$ cat src/rtl/uart_loader.sv
// ---------------------------------------------------------------------------
// uart_loader
// Boot loader fed by a UART receiver. After an arm pulse it reads a 32-bit
// big-endian word count N, then N big-endian 32-bit words, and writes them
// to consecutive memory word addresses starting at BASE_ADDR. When the
// session ends it sends one status byte: 8'hAA on success, 8'h55 on error.
//
// Ports
//   clk        : clock, rising edge
//   rstn       : synchronous active-low reset
//   start      : arm pulse; begins a session from IDLE, DONE or ERR
//   rx_data    : received byte
//   rx_valid   : one-cycle strobe qualifying rx_data / rx_ferr
//   rx_ferr    : framing error flag for the strobed byte
//   mem_we     : one-cycle memory write strobe
//   mem_addr   : write word address
//   mem_wdata  : write data
//   tx_data    : status byte for the transmitter
//   tx_valid   : tx_data valid; held until tx_ready is seen
//   tx_ready   : transmitter accepts tx_data
//   busy       : session in progress (LEN or DATA)
//   done       : load finished successfully
//   err        : load aborted (framing error or oversize length)
//
// State | Meaning
// ------+-----------------------------------------------------------
// IDLE  | after reset, waiting for start
// LEN   | collecting the 4-byte word count, then judging it
// DATA  | collecting data words and writing them to memory
// DONE  | all N words written; status 8'hAA offered
// ERR   | framing error or N too large; status 8'h55 offered
// ---------------------------------------------------------------------------
module uart_loader #(
   parameter int          ADDR_W    = 15,
   parameter int unsigned BASE_ADDR = 0
) (
   input  logic              clk,
   input  logic              rstn,
   input  logic              start,
   input  logic [7:0]        rx_data,
   input  logic              rx_valid,
   input  logic              rx_ferr,
   output logic              mem_we,
   output logic [ADDR_W-1:0] mem_addr,
   output logic [31:0]       mem_wdata,
   output logic [7:0]        tx_data,
   output logic              tx_valid,
   input  logic              tx_ready,
   output logic              busy,
   output logic              done,
   output logic              err
);

   typedef enum logic [2:0] {
      S_IDLE = 3'd0,
      S_LEN  = 3'd1,
      S_DATA = 3'd2,
      S_DONE = 3'd3,
      S_ERR  = 3'd4
   } state_t;

   localparam logic [32:0]       MAX_WORDS = 33'd1 << ADDR_W;
   localparam logic [7:0]        ST_OK     = 8'hAA;
   localparam logic [7:0]        ST_BAD    = 8'h55;
   localparam logic [ADDR_W-1:0] BASE      = ADDR_W'(BASE_ADDR);

   state_t              r_state;
   state_t              w_state_nxt;

   logic [23:0]         r_shift;
   logic [1:0]          r_byte_cnt;
   logic [31:0]         r_len;
   logic                r_len_rdy;
   logic [ADDR_W:0]     r_index;
   logic                r_mem_we;
   logic [ADDR_W-1:0]   r_mem_addr;
   logic [31:0]         r_mem_wdata;
   logic                r_tx_valid;
   logic [7:0]          r_tx_data;

   logic                w_start_ok;
   logic                w_in_load;
   logic                w_byte_ok;
   logic                w_bad_byte;
   logic [31:0]         w_word;
   logic                w_last_write;
   logic                w_enter_done;
   logic                w_enter_err;

   assign w_start_ok   = start && (r_state == S_IDLE || r_state == S_DONE ||
                                   r_state == S_ERR);
   assign w_in_load    = (r_state == S_LEN) || (r_state == S_DATA);
   assign w_byte_ok    = w_in_load && rx_valid && !rx_ferr;
   assign w_bad_byte   = w_in_load && rx_valid && rx_ferr;
   assign w_word       = {r_shift, rx_data};
   // r_index already counts the write being strobed this cycle
   assign w_last_write = r_mem_we && ({1'b0, r_len} == 33'(r_index));
   assign w_enter_done = (r_state != S_DONE) && (w_state_nxt == S_DONE);
   assign w_enter_err  = (r_state != S_ERR)  && (w_state_nxt == S_ERR);

   // state register
   always_ff @(posedge clk) begin
      if (!rstn) r_state <= S_IDLE;
      else       r_state <= w_state_nxt;
   end

   // next-state logic
   always_comb begin
      w_state_nxt = r_state;
      case (r_state)
         S_IDLE, S_DONE, S_ERR: begin
            if (start) w_state_nxt = S_LEN;
         end
         S_LEN: begin
            if (w_bad_byte) begin
               w_state_nxt = S_ERR;
            end else if (r_len_rdy) begin
               // length is judged the cycle after its last byte arrives
               if (r_len == 32'd0)                    w_state_nxt = S_DONE;
               else if ({1'b0, r_len} > MAX_WORDS)   w_state_nxt = S_ERR;
               else                                   w_state_nxt = S_DATA;
            end
         end
         S_DATA: begin
            if (w_bad_byte)        w_state_nxt = S_ERR;
            else if (w_last_write) w_state_nxt = S_DONE;
         end
         default: w_state_nxt = S_IDLE;
      endcase
   end

   // output logic
   always_comb begin
      busy      = (r_state == S_LEN) || (r_state == S_DATA);
      done      = (r_state == S_DONE);
      err       = (r_state == S_ERR);
      mem_we    = r_mem_we;
      mem_addr  = r_mem_addr;
      mem_wdata = r_mem_wdata;
      tx_valid  = r_tx_valid;
      tx_data   = r_tx_data;
   end

   // byte assembly, length capture and memory writes
   always_ff @(posedge clk) begin
      if (!rstn) begin
         r_shift     <= '0;
         r_byte_cnt  <= '0;
         r_len       <= '0;
         r_len_rdy   <= 1'b0;
         r_index     <= '0;
         r_mem_we    <= 1'b0;
         r_mem_addr  <= '0;
         r_mem_wdata <= '0;
      end else begin
         r_mem_we <= 1'b0;
         if (w_start_ok) begin
            r_shift    <= '0;
            r_byte_cnt <= '0;
            r_len      <= '0;
            r_len_rdy  <= 1'b0;
            r_index    <= '0;
         end else if (w_byte_ok) begin
            r_shift    <= w_word[23:0];
            r_byte_cnt <= r_byte_cnt + 2'd1;
            if (r_byte_cnt == 2'd3) begin
               if (r_state == S_LEN && !r_len_rdy) begin
                  r_len     <= w_word;
                  r_len_rdy <= 1'b1;
               end else if (r_state == S_DATA) begin
                  r_mem_we    <= 1'b1;
                  r_mem_addr  <= BASE + r_index[ADDR_W-1:0];
                  r_mem_wdata <= w_word;
                  r_index     <= r_index + (ADDR_W+1)'(1);
               end
            end
         end
      end
   end

   // status byte: raised on entering DONE/ERR, dropped on handshake or re-arm
   always_ff @(posedge clk) begin
      if (!rstn) begin
         r_tx_valid <= 1'b0;
         r_tx_data  <= '0;
      end else if (w_start_ok) begin
         r_tx_valid <= 1'b0;
      end else if (w_enter_done) begin
         r_tx_valid <= 1'b1;
         r_tx_data  <= ST_OK;
      end else if (w_enter_err) begin
         r_tx_valid <= 1'b1;
         r_tx_data  <= ST_BAD;
      end else if (r_tx_valid && tx_ready) begin
         r_tx_valid <= 1'b0;
      end
   end

endmodule

$ cat config.mk
export PLATFORM = sky130hd
export DESIGN_NAME = uart_loader
export DESIGN_NICKNAME = d
export VERILOG_FILES = /design/src/rtl/uart_loader.sv
export SDC_FILE = /design/constraint.sdc
export NUM_CORES = 1
export LEC_CHECK = 0
export BUFFER_PORTS_ARGS = -buffer_cell sky130_fd_sc_hd__buf_2
export CAP_MARGIN = 25
export CORE_MARGIN = 10
export CORE_UTILIZATION = 40
export DETAILED_ROUTE_END_ITERATION = 10
export PLACE_DENSITY = 0.66
export RECOVER_POWER = 25
export SYNTH_ARGS = -nofsm -noshare
export SYNTH_HDL_FRONTEND = slang
export SYNTH_SLANG_ARGS = --single-unit
export TNS_END_PERCENT = 10
$ cat constraint.sdc
create_clock -name clk -period 2.8 [get_ports clk]
set_input_delay 0 -clock clk [delete_from_list [all_inputs] [get_ports clk]]
set_output_delay 0 -clock clk [all_outputs]
set_load 0.01 [all_outputs]
==> impl_metrics.tcl <==
set metrics [dict create \
    tns_ns 0 \
    switching_share_pct 19.6 \
    p_leak_nw 2.23 \
    worst-endpoint-required_ns 3.06 \
    p_seq_share_pct 42.6 \
    synth_edf_count 0 \
    clk-insertion-delay-late_ns 0.41 \
    grt_pass1_vias 4140 \
    period_needed_ns 2.26 \
    r2r_cells 7 \
    regToRegSetupSlack_ns 0.54 \
    die_w_um 133 \
    crit_path_max_incr_delay_ns 0.45 \
    yosysWarnings 0 \
    initial_core_util_pct 40.8 \
    p_per_area_nw_per_um2 692 \
    crit_path_end_kind "flop" \
    crit_end "r_len[7]$_SDFFE_PP0P_" \
    timing.final.crit_share_pct 80.7 \
    tightest_slew_ns 0.802 \
    yosysUniqueCellTypes 40 \
    diodes 0 \
    setup.worst_path.start "r_state[0]$_SDFF_PN0_" \
    skew_ns 0.00683 \
    post-place-ws_ns 0.573 \
    num_rows 41 \
    cts_resized 0 \
    die_h_um 133 \
    drt-initial-drc-count 256 \
    seq_area_frac_synth_pct 50.1 \
    rsz0062_at_grt "false" \
    cts_num_sinks 129 \
    worstReg2RegStart "r_state[0]$_SDFF_PN0_" \
    cp.arrival_ns 2.52 \
    core_um2 12600 \
    start_kind "flop" \
    p_int_mw 3.49 \
    dp_cells 799 \
    drv_slew 0 \
    slew_headroom_pct 46.5 \
    avgSynthCellArea_um2 8.76 \
    route.detailed.drc 0 \
    viasPerCell 4.84 \
    syn_area_um2 5150 \
    fmax_mhz 442 \
    critPathKind "flop to flop" \
    wire_per_inst_um 14.9 \
    drt-pass1-iter-count 4 \
    drive_above_1_share_pct 11.1 \
    root_buffer "clkbuf_16" \
    htree_levels 4 \
    track_usage_pct 14.2 \
    p_switching_mw 0.854 \
    wl_mm 12.5 \
    clk_transition_reported_paths_ns 0.06 \
    whs_ns 0.120 \
    grt_pass1_wl_mm 20.7 \
    clockPowerShare_pct 54.5 \
    ir_drop_mv 0.338 \
    slowest_stage "dfxtp_1" \
    min_path_type "primary input to flop" \
    port_buffers 73 \
    synth.ff_latch_count 129 \
    numCtsBuffers 17 \
    max-cap-violations 0 \
    syn-num-nets 604 \
    cts_buffer_depth 2 \
    fillers 1215 \
    hold_viol 0 \
    synth_top_flop_cell "dfxtp_1" \
    synth_cells 588 \
    critPathMaxFanout 27 \
    place_hpwl_mm 8.60 \
    die_area_um2 17800 \
    path_delay_family "simple AND/OR/NAND/NOR gates" \
    instances_no_fill 841 \
    path_buf_inv 1 \
    place_congestion 0.861 \
    syn_to_final_growth_pct 22.0 \
    synth-async-reset-ratio_pct 0 \
    power_frac_comb_pct 3.0 \
    antenna_left 0 \
    timing.rr.end "r_len[7]$_SDFFE_PP0P_" \
    final_nets 672 \
    via_count 4073 \
    cts_tree "yes" \
    setup_ws_ns 0.539 \
    ios 74 \
    status "complete, no violations" \
    overflow 0 \
    antenna_found_initial 0 \
    cp.depth 7 \
    finalSetupViolations 0 \
    grt_max_degree 77 \
    worstPathCellList "xnor2_1 > nor2_2 > nand2_2 > nor3_4 > buf_4 > mux2i_1 > nor2_1" \
]
==> tightest hold or removal path, delay by kind of cell <==
family                 cells  cell delay (ns)
AOI/OAI and AO/OA          2             0.32
buffers and inverters      1             0.10
and+or+nand+nor            1             0.07
==> per-stage QoR <==
stage | power, mW | util (%) | cell area [µm²]
3_3_place_gp | 2.01 | 44.3 | 5590
5_1_grt | 4.48 | 49.8 | 6280
3_5_place_dp | 2.01 | 44.3 | 5590
6_report | 4.35 | 49.8 | 6280
2_1_floorplan | 1.97 | - | 5150
4_1_cts | 4.39 | 50.3 | 6340
==> synth_stat cells, drive strengths merged, types with 2 or more instances <==
| cell type | instances | share of area [%] |
|---|---|---|
| nand2 | 154 | 11 |
| dfxtp | 129 | 50 |
| nor2 | 53 | 3.9 |
| a21boi | 47 | 6.8 |
| mux2i | 32 | 6.2 |
| a21oi | 31 | 3.0 |
| clkbuf | 29 | 2.1 |
| xor2 | 21 | 3.6 |
| buf | 13 | 1.9 |
| nor4 | 11 | 1.5 |
| xnor2 | 11 | 1.9 |
| nand3 | 8 | 0.78 |
| nand4 | 6 | 0.85 |
| nor2b | 6 | 0.73 |
| and3 | 5 | 0.61 |
| nor3b | 5 | 0.83 |
| nor3 | 4 | 0.61 |
| o21ai | 3 | 0.29 |
| o21bai | 3 | 0.44 |
| and2 | 2 | 0.24 |
| ha | 2 | 0.49 |
| inv | 2 | 0.15 |
| or3 | 2 | 0.24 |
==> power groups by stage <==
| stage | sequential [mW] | clock (mW) | combinational (mW) |
|---|---|---|---|
| final | 1.85 | 2.37 | 0.129 |
| after global routing | 1.85 | 2.48 | 0.142 |
| after CTS | 1.85 | 2.41 | 0.129 |
| after detailed placement | 1.89 | 0 | 0.118 |
| after global placement | 1.89 | 0 | 0.115 |
| after floorplan | 1.89 | 0 | 0.0810 |
==> layout make-up <==
type | instances | area [µm²] | area share (%)
Timing Repair Buffer | 91 | 467 | 7.43
Inverter | 2 | 7.51 | 0.119
Sequential cell | 129 | 2580 | 41.1
Tap cell | 172 | 215 | 3.42
Clock inverter | 9 | 151 | 2.41
Clock buffer | 23 | 498 | 7.93
Multi-Input combinational cell | 415 | 2360 | 37.6
==> state kept, by name, summed over array words and instances, names as in the netlist <==
register,count
r_index,16
r_len_rdy,1
r_len,32
r_state,3
tx_valid,1
r_shift,24
mem_wdata,32
r_byte_cnt,2
mem_addr,15
tx_data,2
mem_we,1
==> layout by cell type, fill, tap and decap left out, types with 3 or more instances in the layout <==
cell	Yosys	routed
a21boi_0	47	47
a21oi_1	31	31
and3_1	5	5
buf_2	4	26
buf_4	6	8
bufinv_16	0	4
clkbuf_1	29	48
clkbuf_16	0	17
clkbuf_8	0	5
clkinv_2	0	3
dfxtp_1	129	129
dlygate4sd3_1	0	10
mux2i_1	32	32
nand2_1	153	152
nand3_1	8	7
nand4_1	5	5
nor2_1	52	52
nor2b_1	6	6
nor3_1	3	3
nor3b_1	4	4
nor4_1	10	10
o21ai_0	3	3
o21bai_1	3	3
xnor2_1	11	11
xor2_1	21	21
==> kinds of logic after synthesis <==
family / count (synthesis) / synth area share, %
XOR/XNOR: 32 / 5.44
buffers and inverters: 44 / 4.18
multiplexers: 32 / 6.22
adder cells (fa/ha/maj): 2 / 0.486
AO/OA/AOI/OAI: 90 / 11.6
AND/OR/NAND/NOR: 259 / 22.0
flip-flops: 129 / 50.1
==> metal layers <==
metal  GRT usage [%]  vias up  wire (µm)
li1                -     2084          -
met1            17.8     1877       6010
met2            22.1      106       5700
met3            4.36        6        709
met4            5.93        0         97
met5               0        -          0
==> worst min path at each step <==
stage,startpoint,endpoint,slack [ns],cells past startpoint
6_report,rx_valid,r_state[1]$_SDFF_PN0_,0.12,4
5_1_grt,rx_valid,r_state[1]$_SDFF_PN0_,0.16,4
4_1_cts,rx_valid,r_state[1]$_SDFF_PN0_,0.1,4
3_5_place_dp,rx_data[5],r_shift[5]$_SDFFE_PP0P_,0.28,3
3_3_place_gp,rx_data[1],r_shift[1]$_SDFFE_PP0P_,0.28,3
2_1_floorplan,rx_data[0],r_shift[0]$_SDFFE_PP0P_,0.14,2
==> what timing repair did <==
item | 4_1_cts | 5_1_grt
setup buffers | 0 | 0
endpoints found under the hold margin | 27 | 0
hold buffers | 10 | 0
(Power assumes the default switching activity.)
